==> src/rtl/hazard_ctrl_unit.sv <==
// hazard_ctrl_unit: pipeline stall/flush controller for mem wait states, mispredicts, load-use RAW and multi-cycle EX ops
module hazard_ctrl_unit #(
  parameter int MEM_LAT = 2,
  parameter int CNT_W   = 4,
  parameter int FWD_EN  = 1,
  parameter int RA_W    = 5,
  parameter int PERF_W  = 32
) (
  input  logic              i_clk,
  input  logic              i_reset,
  input  logic              i_mispred,
  input  logic [RA_W-1:0]   i_ID_rs1_addr,
  input  logic              i_ID_rs1_used,
  input  logic [RA_W-1:0]   i_ID_rs2_addr,
  input  logic              i_ID_rs2_used,
  input  logic              i_EX_rd_wren,
  input  logic [RA_W-1:0]   i_EX_rd_addr,
  input  logic              i_EX_is_load,
  input  logic              i_EX_mc_start,
  input  logic              i_EX_mc_done,
  input  logic              i_MEM_valid,
  input  logic              i_MEM_is_load,
  input  logic              i_MEM_rd_wren,
  input  logic [RA_W-1:0]   i_MEM_rd_addr,
  output logic              o_pc_stall,
  output logic              o_IF_ID_stall,
  output logic              o_IF_ID_flush,
  output logic              o_ID_EX_stall,
  output logic              o_ID_EX_flush,
  output logic              o_EX_MEM_stall,
  output logic              o_EX_MEM_flush,
  output logic              o_MEM_WB_stall,
  output logic              o_MEM_WB_flush,
  output logic [1:0]        o_state,
  output logic [PERF_W-1:0] o_stall_cnt
);
  typedef enum logic [1:0] {RUN = 2'd0, MEM_WAIT = 2'd1, MC_BUSY = 2'd2} state_t;
  state_t st;
  logic [CNT_W-1:0] cnt;
  logic hit_ex, hit_mem, go_wait, mem_act, mp_act, go_mc, mc_act, raw_act, pc_stall;
  // hazard detection and priority resolution: mem wait > mispredict > multi-cycle > RAW
  always_comb begin
    hit_ex  = i_EX_rd_wren & (i_EX_rd_addr != '0) &
              ((i_ID_rs1_used & (i_EX_rd_addr == i_ID_rs1_addr)) | (i_ID_rs2_used & (i_EX_rd_addr == i_ID_rs2_addr)));
    hit_mem = i_MEM_rd_wren & (i_MEM_rd_addr != '0) &
              ((i_ID_rs1_used & (i_MEM_rd_addr == i_ID_rs1_addr)) | (i_ID_rs2_used & (i_MEM_rd_addr == i_ID_rs2_addr)));
    go_wait = (st == RUN) & i_MEM_valid & i_MEM_is_load & (MEM_LAT > 1);
    mem_act = go_wait | ((st == MEM_WAIT) & (cnt != '0));
    mp_act  = i_mispred & ~mem_act;
    go_mc   = (st == RUN) & i_EX_mc_start & ~i_EX_mc_done & ~mem_act & ~mp_act;
    mc_act  = go_mc | ((st == MC_BUSY) & ~i_EX_mc_done & ~mp_act);
    raw_act = (st == RUN) & ~mem_act & ~mp_act & ~mc_act &
              ((FWD_EN != 0) ? (hit_ex & i_EX_is_load) : (hit_ex | hit_mem));
    pc_stall = i_reset & (mem_act | mc_act | raw_act);
  end
  assign o_pc_stall     = pc_stall;
  assign o_IF_ID_stall  = pc_stall;
  assign o_IF_ID_flush  = i_reset & mp_act;
  assign o_ID_EX_stall  = i_reset & (mem_act | mc_act);
  assign o_ID_EX_flush  = i_reset & (mp_act | raw_act);
  assign o_EX_MEM_stall = i_reset & mem_act;
  assign o_EX_MEM_flush = i_reset & mc_act;
  assign o_MEM_WB_stall = 1'b0;
  assign o_MEM_WB_flush = i_reset & mem_act;
  assign o_state        = st;
  // FSM and wait-state counter; a load enters MEM_WAIT once and leaves on the cnt==0 release cycle
  always_ff @(posedge i_clk or negedge i_reset) begin
    if (!i_reset) begin
      st  <= RUN;
      cnt <= '0;
    end else begin
      st  <= go_wait ? MEM_WAIT :
             ((st == MEM_WAIT) & (cnt == '0)) ? RUN :
             go_mc ? MC_BUSY :
             ((st == MC_BUSY) & i_EX_mc_done) ? RUN : st;
      cnt <= go_wait ? CNT_W'(MEM_LAT > 1 ? MEM_LAT - 2 : 0) :
             ((st == MEM_WAIT) & (cnt != '0)) ? cnt - 1'b1 : cnt;
    end
  end
  // saturating count of cycles in which the PC is held
  always_ff @(posedge i_clk or negedge i_reset) begin
    if (!i_reset) o_stall_cnt <= '0;
    else          o_stall_cnt <= o_stall_cnt + PERF_W'(pc_stall & ~&o_stall_cnt);
  end
endmodule
==> config.mk <==
export PLATFORM = sky130hd
export DESIGN_NAME = hazard_ctrl_unit
export DESIGN_NICKNAME = d
export VERILOG_FILES = /design/src/rtl/hazard_ctrl_unit.sv
export SDC_FILE = /design/constraint.sdc
export NUM_CORES = 1
export LEC_CHECK = 0
export CAP_MARGIN = 10
export CORE_ASPECT_RATIO = 0.7
export CORE_MARGIN = 2
export CORE_UTILIZATION = 40
export DETAILED_ROUTE_END_ITERATION = 8
export GPL_TIMING_DRIVEN = 0
export PLACE_DENSITY = 0.77
export SYNTH_ARGS = -nofsm -noshare
export SYNTH_HDL_FRONTEND = slang
export SYNTH_SLANG_ARGS = --single-unit
==> constraint.sdc <==
create_clock -name i_clk -period 2.7 [get_ports i_clk]
set_clock_uncertainty 0.15 [all_clocks]
set_input_delay 0.405 -clock i_clk [delete_from_list [all_inputs] [get_ports i_clk]]
set_output_delay 0.405 -clock i_clk [all_outputs]
set_load 0.1 [all_outputs]
==> summary.md, run 1 <==
| Metric | Value |
|---|---|
| Outcome | `finished with violations` |
| Failing checks | `setup timing` |
| GRT Util Overall | `roughly a fifth` |
| Final worst-path cycle share | `110%` |
| Hold Worst Slack | `roughly 38 ps` |
| Gate Count Post-Synth | `195` |
| Max Transition Viols Final | `0` |
| EDFF count, synth | `0` |
| Vias in the first global route | `roughly 1800` |
| Clk buf depth | `2` |
| Sinks on Clock Net | `38` |
| Net count, final | `~330` |
| Multiplexer share of the synthesized area | `0%` |
| Setup violators final | `30` |
| Seq cells post-synth | `38` |
| Syn nets | `231` |
| Die height | `between 60 and 70 um` |
| Die area | `5510 sq um` |
| DR WL/cell | `approximately 17 um` |
| Syn avg cell area | `roughly 10 sq um` |
| H-Tree Depth | `2` |
| Worst reg2reg setup slack | `-250 ps` |
| Post-synthesis compound-gate area fraction | `around 3.6%` |
| Pin count of the biggest net entering global routing | `31` |
| Vias | `between 1500 and 2000` |
| P per Cell Area | `~810 nW/um^2` |
| P&R area growth vs syn | `79.0%` |
| Req. time, crit path | `about 2800 ps` |
| Routability Congestion | `0.854` |
| TritonCTS clock tree | `done` |
| N_diodes | `0` |
| Worst slew margin | `between 30 and 40%` |
| Starting Density | `41.4%` |
| Placed inst area | `between 2000 and 3000 sq um` |
| Fin crit period | `between 2000 and 3000 ps` |
| HPWL after DPL | `between 3000 and 4000 um` |
| Drt pass-1 iters | `4` |
| Worst-Margin Slew | `about 1000 ps` |
| Initial antenna violation count | `0` |
| Die width | `roughly 88 um` |
| Post-synthesis simple-gate area fraction | `between 20% and 30%` |
| First-pass GRT wire length | `about 9100 um` |
| # IOs | `75` |
| Fillers | `between 200 and 300` |
| TritonCTS buffer count | `5` |
| Initial drt markers | `65` |
| Worst-path maximum fanout | `7` |
| Antenna Nets Post-Route | `0` |
| HP Class | `input pin to asynchronous set/reset pin` |
| Peak VDD IR | `between 0.7 and 0.8 mV` |
| Worst setup margin | `-278 ps` |
| LEAKAGE | `about 1.5 nW` |
| Most common cell after layout, fill and taps aside | `clkdlybuf4s50_1` |
| Final Cell Area | `3520 sq um` |
| Startpoint types | `input pin` |
| Root Buffer | `clkbuf_8` |
| Most frequent cells in the layout | `58 x clkdlybuf4s50_1, 25 x dfrtp_1, 21 x xnor2_1` |
| Post-route DRC | `0` |
| Synthesized area | `1970 sq um` |
| Number of max-cap violations | `0` |
| Top_reg_cell synth | `dfrtp_1` |
| Vias per inst | `roughly 5.0` |
| Placement Setup Slack | `-921 ps` |
| Worst setup path class | `input pin to flip-flop` |
| Area of the core | `4760 sq um` |
| RSZ-0062 raised after global routing | `yes` |
| Layout cell share with drive strength beyond 1 | `about two fifths` |
| Asr flop ratio synth | `100%` |
| WL final | `slightly above 6000 um` |
| Arr. time, crit path | `a little over 3000 ps` |
| Synth warn | `0` |
| Yosys cell types | `35` |
| I/O Buffers | `67` |
| Synth Area in XOR/XNOR | `between 10% and 20%` |
| Worst Setup End Kind | `flip-flop` |
| Final hold violations | `0` |
| Main combinational cell family by area after synthesis | `simple AND/OR/NAND/NOR gates` |
| Row cnt | `21` |
| CTS clk-pin slew, worst paths | `about 70 ps` |
| Register area share after synthesis | `48.3%` |
| Synthesized-area fraction occupied by adder cells | `about 2.5%` |
| Fmax | `between 0.3 and 0.4 GHz` |
| Skew-Pair Late Insertion Delay | `290 ps` |
| Congestion Overflow GR | `0` |
## registers in the layout, indices dropped and copies added, names as in the netlist
signal and flops:
o_stall_cnt 32, o_state 2, cnt 4
## worst max-delay path, cell delays in order
cell and delay [ps]:
clkdlybuf4s50_1 480, nand2_1 80, nor3_2 490, o31a_4 240
a31oi_4 50, a21oi_2 160, ha_4 180, buf_12 110
nand3_4 90, nor2_4 170, nand4_1 120, buf_6 180
nor2_2 110, xor2_1 160
## power by group
| part | internal (mW) | switching, mW |
|---|---|---|
| Combinational | 0.560 | 1.09 |
| Clock | 0.203 | 0.191 |
| Sequential | 0.668 | 0.158 |
## stage by stage
| stage | utilization (%) | std cells | power (mW) | setup TNS, ps |
|---|---|---|---|---|
| after global placement | 60.7 | 331 | 2.20 | -62840 |
| after detailed placement | 61.0 | 332 | 2.22 | -17000 |
| final | 74.1 | 361 | 2.87 | -5800 |
| after floorplan | - | 195 | 1.88 | -6940 |
| after CTS | 68.9 | 356 | 2.79 | -3890 |
| after global routing | 74.1 | 361 | 2.98 | -8610 |
## worst paths after layout
path	from	endpoint	cells after the start
setup / recovery	i_MEM_is_load	o_stall_cnt[31]	14
hold / removal	i_reset	o_stall_cnt[25]	3
setup reg to reg	cnt[1]	o_stall_cnt[26]	14
hold reg to reg	o_stall_cnt[9]	o_stall_cnt[9]	1
max in group asynchronous	i_reset	o_stall_cnt[14]	2
min in group i_clk	o_stall_cnt[9]	o_stall_cnt[9]	1
## repair_timing
item / in CTS / in global routing
gates resized for setup: 80 / 41
cloned: 0 / 0
pin swaps: 18 / 20
endpoints found under the setup margin: 34 / 35
hold buffers: 2 / 0
setup buffers: 15 / 6
endpoints found under the hold margin: 8 / 0
## cell families (layout without fill, tap and decap cells)
logic type | after synthesis | count (layout)
buffers and inverters | 12 | 109
flip-flops | 38 | 38
other | 1 | 1
adder cells (fa/ha/maj) | 4 | 4
AO/OA/AOI/OAI | 11 | 11
AND/OR/NAND/NOR | 86 | 86
XOR/XNOR | 43 | 43
## cell usage after synthesis (2+ instances only)
| library cell | number | area (sq um) |
|---|---|---|
| a21oi_1 | 3 | 15.0 |
| and2_1 | 2 | 12.5 |
| and3_1 | 4 | 25.0 |
| and4_1 | 2 | 17.5 |
| buf_2 | 2 | 10.0 |
| buf_4 | 3 | 22.5 |
| dfrtp_1 | 38 | 951 |
| ha_1 | 4 | 50.1 |
| inv_1 | 7 | 26.3 |
| nand2_1 | 19 | 71.3 |
| nand3_1 | 14 | 70.1 |
| nand4_1 | 9 | 56.3 |
| nor2_1 | 19 | 71.3 |
| nor3_1 | 7 | 35.0 |
| xnor2_1 | 29 | 254 |
| xor2_1 | 14 | 123 |
## layer usage
metal  up-vias  GRT usage [%]  part of all wire [%]
li1        850              -                     -
met1       882           29.7                    45
met2        42           34.0                    50
met3        13           5.55                   3.4
met4         0           3.65                   2.0
met5         -              0                     0
## area by class of cell
cell class / count / area [sq um] / area share (%)
Buffer: 5 / 60.1 / 1.70
Clock buffer: 7 / 86.3 / 2.45
Inverter: 7 / 30.0 / 0.852
Multi-Input combinational cell: 145 / 1360 / 38.5
Sequential cell: 38 / 970 / 27.5
Tap cell: 69 / 86.3 / 2.45
Timing Repair Buffer: 90 / 935 / 26.5
Note: power is estimated with default switching activity, not from simulation.
==> run 2: changes to the inputs <==
--- a/config.mk
+++ b/config.mk
@@ -12,6 +12,7 @@
 export DETAILED_ROUTE_END_ITERATION = 8
 export GPL_TIMING_DRIVEN = 0
 export PLACE_DENSITY = 0.77
+export SLEW_MARGIN = 10
 export SYNTH_ARGS = -nofsm -noshare
 export SYNTH_HDL_FRONTEND = slang
 export SYNTH_SLANG_ARGS = --single-unit
==> results of run 2 <==
Final layout, timing and power as in run 1 (identical DEF).
==> run 3: changes to the inputs <==
--- a/config.mk
+++ b/config.mk
@@ -12,6 +12,7 @@
 export DETAILED_ROUTE_END_ITERATION = 8
 export GPL_TIMING_DRIVEN = 0
 export PLACE_DENSITY = 0.77
+export SKIP_LAST_GASP = 1
 export SLEW_MARGIN = 10
 export SYNTH_ARGS = -nofsm -noshare
 export SYNTH_HDL_FRONTEND = slang
==> run 3 against run 2 <==
Compared with the run above: the flow still finishes with violations (setup timing); count of clock-buffer cells in the layout did not move; largest power group unchanged; core utilization fell by 1.4 points; fmax rose by 0.30%; global-route usage rose by 0.077 points; register-to-register slack barely moved; first-iteration DRC count rose by 18%; combinational power barely moved; critical path depth fell by 5; total power fell by 0.33%.
==> summary.md, run 3 (synthesis gave the netlist of run 1 again) <==
| Metric | Value |
|---|---|
| Die height | `roughly 63 um` |
| Failing checks | `setup timing` |
| LEAKAGE | `around 1.5 nW` |
| Startpoint types | `flip-flop` |
| Setup violators final | `30` |
| Vias per inst | `about 5` |
| Routability Congestion | `~0.85` |
| Worst-Margin Slew | `about 1000 ps` |
| Placement Setup Slack | `-921 ps` |
| Clk buf depth | `2` |
| Vias in the first global route | `roughly 1800` |
| Row cnt | `21` |
| # IOs | `between 70 and 80` |
| Worst setup path class | `flip-flop to output port` |
| Sinks on Clock Net | `38` |
| Die area | `around 5500 sq um` |
| Root Buffer | `clkbuf_8` |
| Final worst-path cycle share | `110%` |
| Crit path cell chain | `inv_2 > ha_4 > or3b_4 > nor3b_4 > o31a_4 > a31oi_4 > clkinvlp_4 > buf_12 > buf_12` |
| Net count, final | `between 300 and 400` |
| Most flops, register | `o_stall_cnt` |
| Worst path buffer plus inverter count | `4` |
| Max reg flops | `32` |
| Most common cell after layout, fill and taps aside | `clkdlybuf4s50_1` |
| Area of the core | `about 4800 sq um` |
| RSZ-0062 raised after global routing | `yes` |
| I/O Buffers | `67` |
| Most frequent cells in the layout | `58 x clkdlybuf4s50_1, 25 x dfrtp_1, 23 x xnor2_1` |
| H-Tree Depth | `2` |
| TritonCTS clock tree | `done` |
| Req. time, crit path | `roughly 2100 ps` |
| Worst slew margin | `approximately a third` |
| Vias | `1798` |
| Die width | `around 90 um` |
| Slowest cell on crit path | `dfrtp_1` |
| Post-route DRC | `0` |
| HP Class | `input pin to asynchronous set/reset pin` |
| Outcome | `finished with violations` |
| P per Cell Area | `just over 800 nW/um^2` |
| Final hold violations | `0` |
| GRT Util Overall | `between 20 and 25%` |
| CTS clk-pin slew, worst paths | `~70 ps` |
| Cell mode on critical path | `buf_12` |
| WL final | `between 5000 and 6000 um` |
| P&R area growth vs syn | `75.6%` |
| First-pass GRT wire length | `between 9000 and 10000 um` |
| Initial antenna violation count | `0` |
| N_diodes | `0` |
| Initial drt markers | `77` |
| Arr. time, crit path | `2410 ps` |
| HPWL after DPL | `around 3700 um` |
| Fin crit period | `between 2000 and 3000 ps` |
| Number of max-cap violations | `0` |
| Layout cell share with drive strength beyond 1 | `between 30% and 40%` |
| Pin count of the biggest net entering global routing | `31` |
| Worst setup margin | `-269 ps` |
| Fin Setup TNS | `-5260 ps` |
| DR WL/cell | `around 16 um` |
| CP max stage delay | `around 400 ps` |
| Drt pass-1 iters | `5` |
| Max Transition Viols Final | `0` |
| Skew-Pair Late Insertion Delay | `around 290 ps` |
| TritonCTS buffer count | `5` |
| Starting Density | `41.4%` |
| Fmax | `approximately 0.34 GHz` |
| Worst-path maximum fanout | `2` |
| Congestion Overflow GR | `0` |
| Antenna Nets Post-Route | `0` |
| Peak VDD IR | `about 0.72 mV` |
| Worst Setup End Kind | `output port` |
| CP delay by family, top | `compound AO/OA/AOI/OAI gates` |
[run 3: area by class of cell]
class                   instances  area (sq um)
plain buffers                   5          55.1
inverters                       7          30.0
flip-flops and latches         38           970
multi-input cells             145          1320
repair buffers                 89           912
clock buffers                   7          86.3
well taps                      69          86.3
fillers                       305          1300
[run 3: per-stage QoR]
step / utilization (%) / area [sq um] / hold slack (ps) / std cells / total power [mW]
finish: 72.7 / 3460 / 42.2 / 360 / 2.86
global route: 72.7 / 3460 / 63.0 / 360 / 2.97
CTS: 68.5 / 3260 / 49.8 / 356 / 2.77
detailed placement: 61.0 / 2900 / 123 / 332 / 2.22
global placement: 60.7 / 2890 / 314 / 331 / 2.20
floorplan: - / 2130 / -40.6 / 195 / 1.88
[run 3: per-layer routing]
layer | wire (um) | vias up | track usage [%]
li1 | - | 854 | -
met1 | 2630 | 895 | 30.1
met2 | 2880 | 41 | 33.8
met3 | 239 | 8 | 5.55
met4 | 68 | 0 | 3.65
met5 | 0 | - | 0
[run 3: worst paths after layout]
check | start | endpoint | slack, ps | cells after the start
min reg2reg | o_stall_cnt[9] | o_stall_cnt[9] | 330 | 1
max in group asynchronous | i_reset | o_stall_cnt[14] | 1690 | 2
max reg2reg | cnt[0] | o_stall_cnt[26] | -260 | 14
min in group i_clk | o_stall_cnt[9] | o_stall_cnt[9] | 330 | 1
max | cnt[0] | o_pc_stall | -270 | 9
min | i_reset | o_stall_cnt[18] | 40 | 3
[run 3: worst reg2reg max path, stage by stage (launching register included)]
cell     delay [ps]
dfrtp_1         400
inv_2            90
ha_4            120
or3b_4          370
nor3b_4         160
o31a_4          350
a31oi_4         200
a21oi_2          70
ha_4            200
ha_4            170
nand2_4          70
nor2_4           50
buf_8           160
and3_4          180
xor2_1          130
[run 3: what timing repair did]
| action | in CTS | in global routing |
|---|---|---|
| resized for setup | 76 | 34 |
| hold buffers | 2 | 0 |
| buffers inserted | 15 | 5 |
| hold endpoints to repair | 8 | 0 |
| endpoints found under the setup margin | 34 | 35 |
| pin swaps | 15 | 15 |
[run 3: report_power, final]
part | switching [mW] | internal [mW] | total [mW] | leakage, nW
registers | 0.156 | 0.668 | 0.824 | 0.480
logic | 1.08 | 0.556 | 1.64 | 0.954
clock network | 0.191 | 0.203 | 0.394 | 0.0443
total | 1.43 | 1.43 | 2.86 | 1.48
